<file path="config.mk">
export PLATFORM = sky130hd
export DESIGN_NAME = projection_calculator_pipe_flat
export DESIGN_NICKNAME = d
export VERILOG_FILES = /design/src/rtl/projection_calculator_pipe_if.sv /design/src/rtl/projection_calculator_pipe.sv /design/src/flat_wrapper.sv
export SDC_FILE = /design/constraint.sdc
export NUM_CORES = 2
export LEC_CHECK = 0
export ABC_CLOCK_PERIOD_IN_PS = 17000
export CAP_MARGIN = 20
export CORE_MARGIN = 2
export CORE_UTILIZATION = 37
export CTS_BUF_LIST = sky130_fd_sc_hd__clkbuf_8 sky130_fd_sc_hd__clkbuf_16
export CTS_CLUSTER_DIAMETER = 30
export DETAILED_ROUTE_END_ITERATION = 12
export HOLD_SLACK_MARGIN = 0.08
export PLACE_DENSITY = 0.57
export RECOVER_POWER = 50
export SLEW_MARGIN = 40
export SYNTH_ARGS = -nofsm -noshare
export SYNTH_HDL_FRONTEND = slang
export SYNTH_SLANG_ARGS = --single-unit
export TNS_END_PERCENT = 1
</file>
<file path="constraint.sdc">
create_clock -name clk -period 17 [get_ports clk]
set_input_delay 3.4 -clock clk [delete_from_list [all_inputs] [get_ports clk]]
set_output_delay 3.4 -clock clk [all_outputs]
set_load 0.02 [all_outputs]
</file>
<file path="src/rtl/projection_calculator_pipe_if.sv">
// Bus between the projection pipeline, its tracklet/projection memories and the host controller.
// Define PROJ_SATURATE_EN to add the sat_flag signal.
interface projection_calculator_pipe_if #(
  parameter int ADDR_BITS = 9,
  parameter int TRK_BITS  = 54,
  parameter int PROJ_BITS = 44
);
  logic                 start;
  logic [ADDR_BITS:0]   number_in;
  logic [ADDR_BITS-1:0] read_tracklet;
  logic [TRK_BITS-1:0]  tracklet;
  logic [ADDR_BITS-1:0] write_projection;
  logic                 wr_en;
  logic [PROJ_BITS-1:0] projection_calc;
  logic                 busy;
  logic                 done;
`ifdef PROJ_SATURATE_EN
  logic                 sat_flag;

  modport slave (
    input  start, number_in, tracklet,
    output read_tracklet, write_projection, wr_en, projection_calc, busy, done, sat_flag
  );
  modport master (
    output start, number_in, tracklet,
    input  read_tracklet, write_projection, wr_en, projection_calc, busy, done, sat_flag
  );
`else
  modport slave (
    input  start, number_in, tracklet,
    output read_tracklet, write_projection, wr_en, projection_calc, busy, done
  );
  modport master (
    output start, number_in, tracklet,
    input  read_tracklet, write_projection, wr_en, projection_calc, busy, done
  );
`endif
endinterface

</file>
<file path="src/rtl/projection_calculator_pipe.sv">
// Fixed-latency pipelined projection of tracklets to one layer radius, one event per start.
// Define PROJ_SATURATE_EN to clamp results and report clamping on sat_flag; otherwise results wrap.
module projection_calculator_pipe #(
  parameter logic [15:0] RPROJ      = 16'h86a,
  parameter int          IRINV_BITS = 14,
  parameter int          PHI_BITS   = 14,
  parameter int          Z_BITS     = 12,
  parameter int          T_BITS     = 14,
  parameter int          PHID_BITS  = 9,
  parameter int          ZD_BITS    = 9,
  parameter int          ADDR_BITS  = 9,
  parameter int          MEM_LAT    = 2
) (
  input  logic                         clk,
  input  logic                         reset,
  projection_calculator_pipe_if.slave  bus
);

  localparam int W         = 64;
  localparam int TRK_BITS  = IRINV_BITS + PHI_BITS + Z_BITS + T_BITS;
  localparam int PROJ_BITS = PHI_BITS + Z_BITS + PHID_BITS + ZD_BITS;
  localparam int LAST      = MEM_LAT + 5;

  localparam logic [1:0] IDLE  = 2'd0;
  localparam logic [1:0] READ  = 2'd1;
  localparam logic [1:0] DRAIN = 2'd2;

  localparam logic [ADDR_BITS:0]   CNT_ONE  = {{ADDR_BITS{1'b0}}, 1'b1};
  localparam logic [ADDR_BITS-1:0] ADDR_ONE = {{(ADDR_BITS-1){1'b0}}, 1'b1};
  localparam logic signed [W-1:0]  ONE_S    = {{(W-1){1'b0}}, 1'b1};
  localparam logic signed [W-1:0]  RPROJ_S  = {{(W-16){1'b0}}, RPROJ};
  localparam logic signed [W-1:0]  K488     = {{(W-9){1'b0}}, 9'd488};
  localparam logic signed [W-1:0]  K_2P20   = ONE_S <<< 20;

  logic [1:0]           state_q, state_d;
  logic [ADDR_BITS:0]   count_q, count_d;
  logic [ADDR_BITS-1:0] read_addr_q, read_addr_d;
  logic [ADDR_BITS-1:0] write_addr_q, write_addr_d;
  logic                 busy_q, busy_d;
  logic                 done_q, done_d;
  logic                 issue_v;
  logic                 wr_en_q;

  // vld_q[k] marks a tracklet issued k cycles ago; data leaves memory at MEM_LAT, results at LAST.
  logic [LAST:1]        vld_q;

  assign issue_v = (state_q == READ);
  assign wr_en_q = vld_q[LAST];

  always_comb begin
    state_d      = state_q;
    count_d      = count_q;
    read_addr_d  = read_addr_q;
    busy_d       = busy_q;
    done_d       = 1'b0;
    write_addr_d = wr_en_q ? write_addr_q + ADDR_ONE : write_addr_q;
    case (state_q)
      IDLE: begin
        if (bus.start) begin
          write_addr_d = '0;
          if (bus.number_in != '0) begin
            count_d     = bus.number_in;
            read_addr_d = '0;
            busy_d      = 1'b1;
            state_d     = READ;
          end else begin
            done_d = 1'b1;
          end
        end
      end
      READ: begin
        if ({1'b0, read_addr_q} == count_q - CNT_ONE) begin
          state_d = DRAIN;
        end else begin
          read_addr_d = read_addr_q + ADDR_ONE;
        end
      end
      DRAIN: begin
        // The final tracklet is in the output register once everything upstream is empty.
        if (~|vld_q[LAST-1:1]) begin
          done_d  = 1'b1;
          busy_d  = 1'b0;
          state_d = IDLE;
        end
      end
      default: state_d = IDLE;
    endcase
  end

  always_ff @(posedge clk or posedge reset) begin
    if (reset) begin
      state_q      <= IDLE;
      count_q      <= '0;
      read_addr_q  <= '0;
      write_addr_q <= '0;
      busy_q       <= 1'b0;
      done_q       <= 1'b0;
    end else begin
      state_q      <= state_d;
      count_q      <= count_d;
      read_addr_q  <= read_addr_d;
      write_addr_q <= write_addr_d;
      busy_q       <= busy_d;
      done_q       <= done_d;
    end
  end

  always_ff @(posedge clk or posedge reset) begin
    if (reset) vld_q[1] <= 1'b0;
    else       vld_q[1] <= issue_v;
  end

  generate
    for (genvar gi = 2; gi <= LAST; gi++) begin : g_vld
      always_ff @(posedge clk or posedge reset) begin
        if (reset) vld_q[gi] <= 1'b0;
        else       vld_q[gi] <= vld_q[gi-1];
      end
    end
  endgenerate

  logic signed [W-1:0] in_irinv_x, in_t_x;
  logic signed [W-1:0] out_irinv_x, out_phi0_x, out_z0_x, out_t_x;
  logic [TRK_BITS-1:0] trk_q [1:4];

  assign in_irinv_x  = {{(W-IRINV_BITS){bus.tracklet[TRK_BITS-1]}}, bus.tracklet[TRK_BITS-1 -: IRINV_BITS]};
  assign in_t_x      = {{(W-T_BITS){bus.tracklet[T_BITS-1]}}, bus.tracklet[T_BITS-1:0]};
  assign out_irinv_x = {{(W-IRINV_BITS){trk_q[4][TRK_BITS-1]}}, trk_q[4][TRK_BITS-1 -: IRINV_BITS]};
  assign out_phi0_x  = {{(W-PHI_BITS){1'b0}}, trk_q[4][Z_BITS+T_BITS +: PHI_BITS]};
  assign out_z0_x    = {{(W-Z_BITS){trk_q[4][T_BITS+Z_BITS-1]}}, trk_q[4][T_BITS +: Z_BITS]};
  assign out_t_x     = {{(W-T_BITS){trk_q[4][T_BITS-1]}}, trk_q[4][T_BITS-1:0]};

  always_ff @(posedge clk or posedge reset) begin
    if (reset) trk_q[1] <= '0;
    else       trk_q[1] <= bus.tracklet;
  end

  generate
    for (genvar gi = 2; gi <= 4; gi++) begin : g_trk
      always_ff @(posedge clk or posedge reset) begin
        if (reset) trk_q[gi] <= '0;
        else       trk_q[gi] <= trk_q[gi-1];
      end
    end
  endgenerate

  logic signed [W-1:0] it1_q, it1_s2_q, it1_s3_q;
  logic signed [W-1:0] it5_q, it5_s2_q, it5_s3_q;
  logic signed [W-1:0] it2_q, it3_q, it4_q, it6_q;

  always_ff @(posedge clk or posedge reset) begin
    if (reset) begin
      it1_q    <= '0;
      it1_s2_q <= '0;
      it1_s3_q <= '0;
      it5_q    <= '0;
      it5_s2_q <= '0;
      it5_s3_q <= '0;
      it2_q    <= '0;
      it3_q    <= '0;
      it4_q    <= '0;
      it6_q    <= '0;
    end else begin
      it1_q    <= (RPROJ_S * in_irinv_x) >>> 1;
      it5_q    <= in_t_x * RPROJ_S;
      it2_q    <= (it1_q >>> 9) * (it1_q >>> 9);
      it1_s2_q <= it1_q;
      it5_s2_q <= it5_q;
      it3_q    <= K_2P20 + ((it2_q * K488) >>> 25);
      it1_s3_q <= it1_s2_q;
      it5_s3_q <= it5_s2_q;
      it4_q    <= (it1_s3_q >>> 8) * (it3_q >>> 10);
      it6_q    <= (it5_s3_q >>> 9) * (it3_q >>> 9);
    end
  end

  logic signed [W-1:0]  phi_full, z_full, phid_full, zd_full;
  logic signed [W-1:0]  phi_c, z_c, phid_c, zd_c;
  logic [PROJ_BITS-1:0] proj_d, proj_q;

  assign phi_full  = out_phi0_x - (it4_q >>> 10);
  assign z_full    = out_z0_x + (it6_q >>> 16);
  assign phid_full = -(out_irinv_x >>> 1);
  assign zd_full   = out_t_x;

`ifdef PROJ_SATURATE_EN
  localparam logic signed [W-1:0] PHI_MAX = (ONE_S <<< PHI_BITS) - ONE_S;

  function automatic logic signed [W-1:0] sclamp(input logic signed [W-1:0] v, input int bits);
    logic signed [W-1:0] hi, lo;
    hi = (ONE_S <<< (bits - 1)) - ONE_S;
    lo = -hi - ONE_S;
    if (v > hi)      return hi;
    else if (v < lo) return lo;
    else             return v;
  endfunction

  logic sat_d, sat_q;

  always_comb begin
    if (phi_full[W-1])          phi_c = '0;
    else if (phi_full > PHI_MAX) phi_c = PHI_MAX;
    else                         phi_c = phi_full;
    z_c    = sclamp(z_full, Z_BITS);
    phid_c = sclamp(phid_full, PHID_BITS);
    zd_c   = sclamp(zd_full, ZD_BITS);
    sat_d  = (phi_c != phi_full) | (z_c != z_full) | (phid_c != phid_full) | (zd_c != zd_full);
  end

  always_ff @(posedge clk or posedge reset) begin
    if (reset) sat_q <= 1'b0;
    else       sat_q <= vld_q[LAST-1] & sat_d;
  end

  assign bus.sat_flag = sat_q;
`else
  assign phi_c  = phi_full;
  assign z_c    = z_full;
  assign phid_c = phid_full;
  assign zd_c   = zd_full;
`endif

  assign proj_d = {phi_c[PHI_BITS-1:0], z_c[Z_BITS-1:0], phid_c[PHID_BITS-1:0], zd_c[ZD_BITS-1:0]};

  always_ff @(posedge clk or posedge reset) begin
    if (reset)                proj_q <= '0;
    else if (vld_q[LAST-1])   proj_q <= proj_d;
  end

  assign bus.read_tracklet    = read_addr_q;
  assign bus.write_projection = write_addr_q;
  assign bus.wr_en            = wr_en_q;
  assign bus.projection_calc  = proj_q;
  assign bus.busy             = busy_q;
  assign bus.done             = done_q;

endmodule

</file>
<file path="src/flat_wrapper.sv">
// flat-port wrapper written by rule: the top's interface ports become plain ports
module projection_calculator_pipe_flat 
#(
  parameter logic [15:0] RPROJ      = 16'h86a,
  parameter int          IRINV_BITS = 14,
  parameter int          PHI_BITS   = 14,
  parameter int          Z_BITS     = 12,
  parameter int          T_BITS     = 14,
  parameter int          PHID_BITS  = 9,
  parameter int          ZD_BITS    = 9,
  parameter int          ADDR_BITS  = 9,
  parameter int          MEM_LAT    = 2
)
  (clk, reset, bus_start, bus_number_in, bus_tracklet, bus_read_tracklet, bus_write_projection, bus_wr_en, bus_projection_calc, bus_busy, bus_done);
  projection_calculator_pipe_if #(.ADDR_BITS(ADDR_BITS)) bus_i ();
  input  logic clk;
  input  logic reset;
  input wire logic [$bits(bus_i.start)-1:0] bus_start;
  input wire logic [$bits(bus_i.number_in)-1:0] bus_number_in;
  input wire logic [$bits(bus_i.tracklet)-1:0] bus_tracklet;
  output wire logic [$bits(bus_i.read_tracklet)-1:0] bus_read_tracklet;
  output wire logic [$bits(bus_i.write_projection)-1:0] bus_write_projection;
  output wire logic [$bits(bus_i.wr_en)-1:0] bus_wr_en;
  output wire logic [$bits(bus_i.projection_calc)-1:0] bus_projection_calc;
  output wire logic [$bits(bus_i.busy)-1:0] bus_busy;
  output wire logic [$bits(bus_i.done)-1:0] bus_done;
  assign bus_i.start = bus_start;
  assign bus_i.number_in = bus_number_in;
  assign bus_i.tracklet = bus_tracklet;
  assign bus_read_tracklet = bus_i.read_tracklet;
  assign bus_write_projection = bus_i.write_projection;
  assign bus_wr_en = bus_i.wr_en;
  assign bus_projection_calc = bus_i.projection_calc;
  assign bus_busy = bus_i.busy;
  assign bus_done = bus_i.done;
  projection_calculator_pipe #(.RPROJ(RPROJ), .IRINV_BITS(IRINV_BITS), .PHI_BITS(PHI_BITS), .Z_BITS(Z_BITS), .T_BITS(T_BITS), .PHID_BITS(PHID_BITS), .ZD_BITS(ZD_BITS), .ADDR_BITS(ADDR_BITS), .MEM_LAT(MEM_LAT)) u_core (.clk(clk), .reset(reset), .bus(bus_i));
endmodule
</file>
Word level (Yosys, flattened, before mapping). Cells that the tools add are included.

Flip-flop bits (word level): 706. Input bits: 67. Output and inout bits: 65. Logic and storage cells: 78.

Add/sub/neg operators: 7. Multiply operators: 6. Equality and inequality tests: 8. Muxes and demuxes: 20. Reduce and logical (&&, ||, !) cells: 9.

Operator list (number): $mul A64 B7 Y61 const B (1); $mul A55 B31 Y28 (1); $mux W9 (6); $add A22 B39 Y40 const A (1); $mul A17 B17 Y34 (1); $mul A18 B30 Y24 (1); $mul A12 B14 Y26 const A (1); $mul A14 B12 Y26 const B (1); $add A9 B1 Y9 const B (2); $pmux W9 S2 (1); $sub A14 B14 Y14 (1); $add A12 B12 Y12 (1); $reduce_and A4 Y1 (3); $eq A9 B10 Y1 (1); $reduce_bool A10 Y1 (1); $sub A10 B1 Y10 const B (1); $neg A9 Y9 (1); $mux W2 (4); $ne A2 B2 Y1 const B (4); $mux W1 (6); $pmux W2 S3 (1); $reduce_or A6 Y1 (1); $pmux W1 S2 (2); $reduce_bool A2 Y1 (2); other kinds (5) (5).

Longest topological paths before layout.
Depth after elaboration: 4. Depth in mapped cells: 27. Mapped depth without buffers: 26.

Worst setup path before layout. No wires, ideal clock.

Path kind: in2reg. From: input port bus_tracklet[1]. To: register u_core.it5_q[25]. Library setup time: 0.080 ns. Data arrival time: 7.418 ns. Data required time: 16.920 ns. Path slack: 9.502 ns. Cell stages on the path: 19. Buffers on the path: 0. Path through: ha_1 ha_1 inv_1 fa_1 inv_1 ha_1 inv_1 fa_1 inv_1 ha_1 o21a_1 a2111oi_1 o31ai_1 o31ai_1 a211oi_1 a41oi_1 nand2b_1 a21oi_1 xnor2_1.

Cells in the longest elaborated chain, start to end: 1.

RTL lines: start, declared (RTL line flat_wrapper.sv:20) `input wire logic [$bits(bus_i.tracklet)-1:0] bus_tracklet;`; $mul A14 B12 Y26 (RTL line projection_calculator_pipe.sv:165) `it5_q <= in_t_x * RPROJ_S;`; end signal, assigned (RTL line projection_calculator_pipe.sv:165); end, declared (RTL line projection_calculator_pipe.sv:148) `logic signed [W-1:0] it5_q, it5_s2_q, it5_s3_q;`.

Every way passes these cells. A chain may end at the register's enable or synchronous reset.

==> flow_summary.yaml <==
floorplan:
  ios: 132
  row_count: 138
  die_area_sq_um: 145000
  initial_core_util_pct: 37.2
  die_x_microns: 381
  core_area_sq_um: 141000
  chipHeight_microns: 381
synth:
  syn_avg_cell_area_sq_um: 10.3
  syn_area_sq_um: 52600
  ys.flop_type: "dfrtp_1"
  seq_area_frac_synth_pct: 21.6
  synth_edf_count: 0
  synth-seq-cells: 453
  synth.area.top_cells: "fa_1 (35%), dfrtp_1 (22%), ha_1 (13%)"
  synth_top_area_share_pct: 35.2
  postSynth.asyncResetShare_pct: 100
  synth_fp_nets: 6639
  yosysWarningCount: 0
  yosys.area.top_type: "fa_1"
  synth.distinct_cells: 73
  synthCells: 5088
clock_tree:
  tritoncts: "done"
  clock-sinks: 453
  clkLatencyLatePin_ns: 0.76
  cts_root_buffer: "clkbuf_16"
  cts_setup_buffers: 0
  cts_resized: 0
  cts_buffer_depth: 3
  cts_hold_buffers: 0
  htreeDepth: 3
  path_clk_slew_ns: 0.05
  cts_made_buffers: 112
setup_path:
  reg2reg_from: "u_core.it5_s3_q[20]"
  worstPathCellList: "dlygate4sd3_1 > clkinvlp_2 > clkbuf_1 > clkbuf_1"
  cp-start-kind: "input port"
  worstSetupStartpoint: "reset"
  critPathKind: "input port to asynchronous set/reset pin"
  critPathMaxStageDelay_ns: 2.02
  slowest_stage: "clkinvlp_2"
  reg2regPathDepth: 24
  crit_path_frequent_cell: "clkbuf_1"
  crit_fanout: 75
  required_ns: 17.08
  critPathCaptureType: "asynchronous set/reset pin"
  critPathArrivalTime_ns: 9.34
place:
  numPortBuffers: 131
  hpwl_mm: 86.4
  place_congestion: 0.827
sta:
  rsz0062_at_grt: "false"
  finalClockSkew_ns: 0.0611
  slew_headroom_pct: -143
  final.min_clock_period_ns: 9.25
  drv_slew: 279
  finalHoldViolCount: 0
  setup_violations: 0
  min_period_over_period_pct: 54.4
  worstMarginPinSlew_ns: 3.63
  holdWs_ns: 0.317
  setup-tns-final_ns: 0
  clock.fmax_mhz: 108
global_routing:
  antenna_found_initial: 1
  grt_pass1_wl_mm: 190
  track_usage_pct: 16.2
  grt_pass1_vias: 36730
  grt_max_degree: 85
  gr-total-overflow: 0
cells_and_area:
  nNetsFinal: 6784
  drive_above_1_share_pct: 6.06
  post-route-util_pct: 42.6
  area_growth_pct: 14.4
  final_common_cell: "inv_1"
  most-common-layout-cells: "inv_1 (1281), fa_1 (922), ha_1 (561)"
drt:
  wl_mm: 112
  drt_first_iter_violations: 1248
  wl_per_cell_microns: 15.5
  drtAntennaViolNets: 0
  vias: 33028
  drc: 0
  firstDrtPassIters: 5
  vias_per_cell: 4.57
worst_hold_path:
  whs_path_depth: 0
  hold_path_class: "register to register"
  hp-start: "u_core.it5_s2_q[18]"
status:
  outcome: "finished with violations"
  violations: "capacitance limit, slew limit"
job:
  maxCapViolations: 6
==> kinds of logic (layout without fill, tap and decap cells) <==
family	Yosys count	in the layout	share of synthesized area (%)
AO/OA/AOI/OAI	298	298	3.72
buffers and inverters	1419	1663	10.1
other	1	2	0.00713
adder cells (fa/ha/maj)	1484	1484	48.5
flip-flops	453	453	21.6
XOR/XNOR	253	253	4.22
multiplexers	61	61	1.29
AND/OR/NAND/NOR	1119	1119	10.6
==> synthesized netlist by cell type, drive strengths merged, types with 6 or more instances <==
library cell and count:
inv 1276, fa 923, ha 561, dfrtp 453
nand2 446, and2 368, xnor2 187, clkbuf 138
nor2 124, a21oi 93, xor2 66, o21ai 57
mux2 55, a21o 37, nor3 35, nor2b 28
o21a 28, nand2b 26, nand4 23, nand3 20
or3 12, a211oi 10, and3 9, o211ai 9
a31oi 8, o31ai 7, mux2i 6
==> path summary, 6_finish.rpt <==
kind,to,slack [ns]
max,u_core.it5_s3_q[22],7.75
min,u_core.it5_s3_q[18],0.32
max in group clk,u_core.it5_q[25],8.93
max reg2reg,u_core.it6_q[26],9.14
min in group asynchronous,u_core.count_q[8],4.23
min reg2reg,u_core.it5_s3_q[18],0.32
==> sequential cells by signal (all words and copies together), names as in the netlist, 14 cells and up <==
name and flops:
u_core.it1_q 18, u_core.it1_s2_q 18, u_core.bus.projection_calc 44, u_core.it4_q 14, u_core.it2_q 32, u_core.it5_s3_q 18
u_core.out_phi0_x 14, u_core.trk_q 132, u_core.it5_s2_q 18, u_core.it1_s3_q 18, u_core.it5_q 18, u_core.it3_q 28
==> worst max-delay path, delay by kind of cell <==
kind	cells	cell delay (ns)
buffers and inverters	4	5.79
==> layout make-up <==
type	instances	area, sq um
clock buffers	120	2910
repair buffers	173	1610
clock inverters	93	1170
flip-flops and latches	453	11300
fillers	13753	81100
inverters	1277	4790
well taps	1890	2360
diodes	1	2.50
multi-input cells	3216	35900
==> layer usage <==
| metal | up-vias | part of all wire (%) | global-route usage [%] |
|---|---|---|---|
| li1 | 15504 | - | - |
| met1 | 16966 | 46 | 21.7 |
| met2 | 427 | 49 | 27.7 |
| met3 | 129 | 3.2 | 1.97 |
| met4 | 2 | 2.0 | 4.17 |
| met5 | - | 0.0081 | 0 |
==> through the flow <==
step	area (sq um)	std cells	setup slack, ns
2_1_floorplan	52600	5088	0.973
3_3_place_gp	56000	7008	8.29
3_5_place_dp	56100	7008	8.28
4_1_cts	60100	7221	9.06
5_1_grt	60100	7222	6.22
6_report	60100	7223	7.75
Power is not shown: default switching activity piles up to over one toggle a cycle in this logic, so the estimate is an artifact.
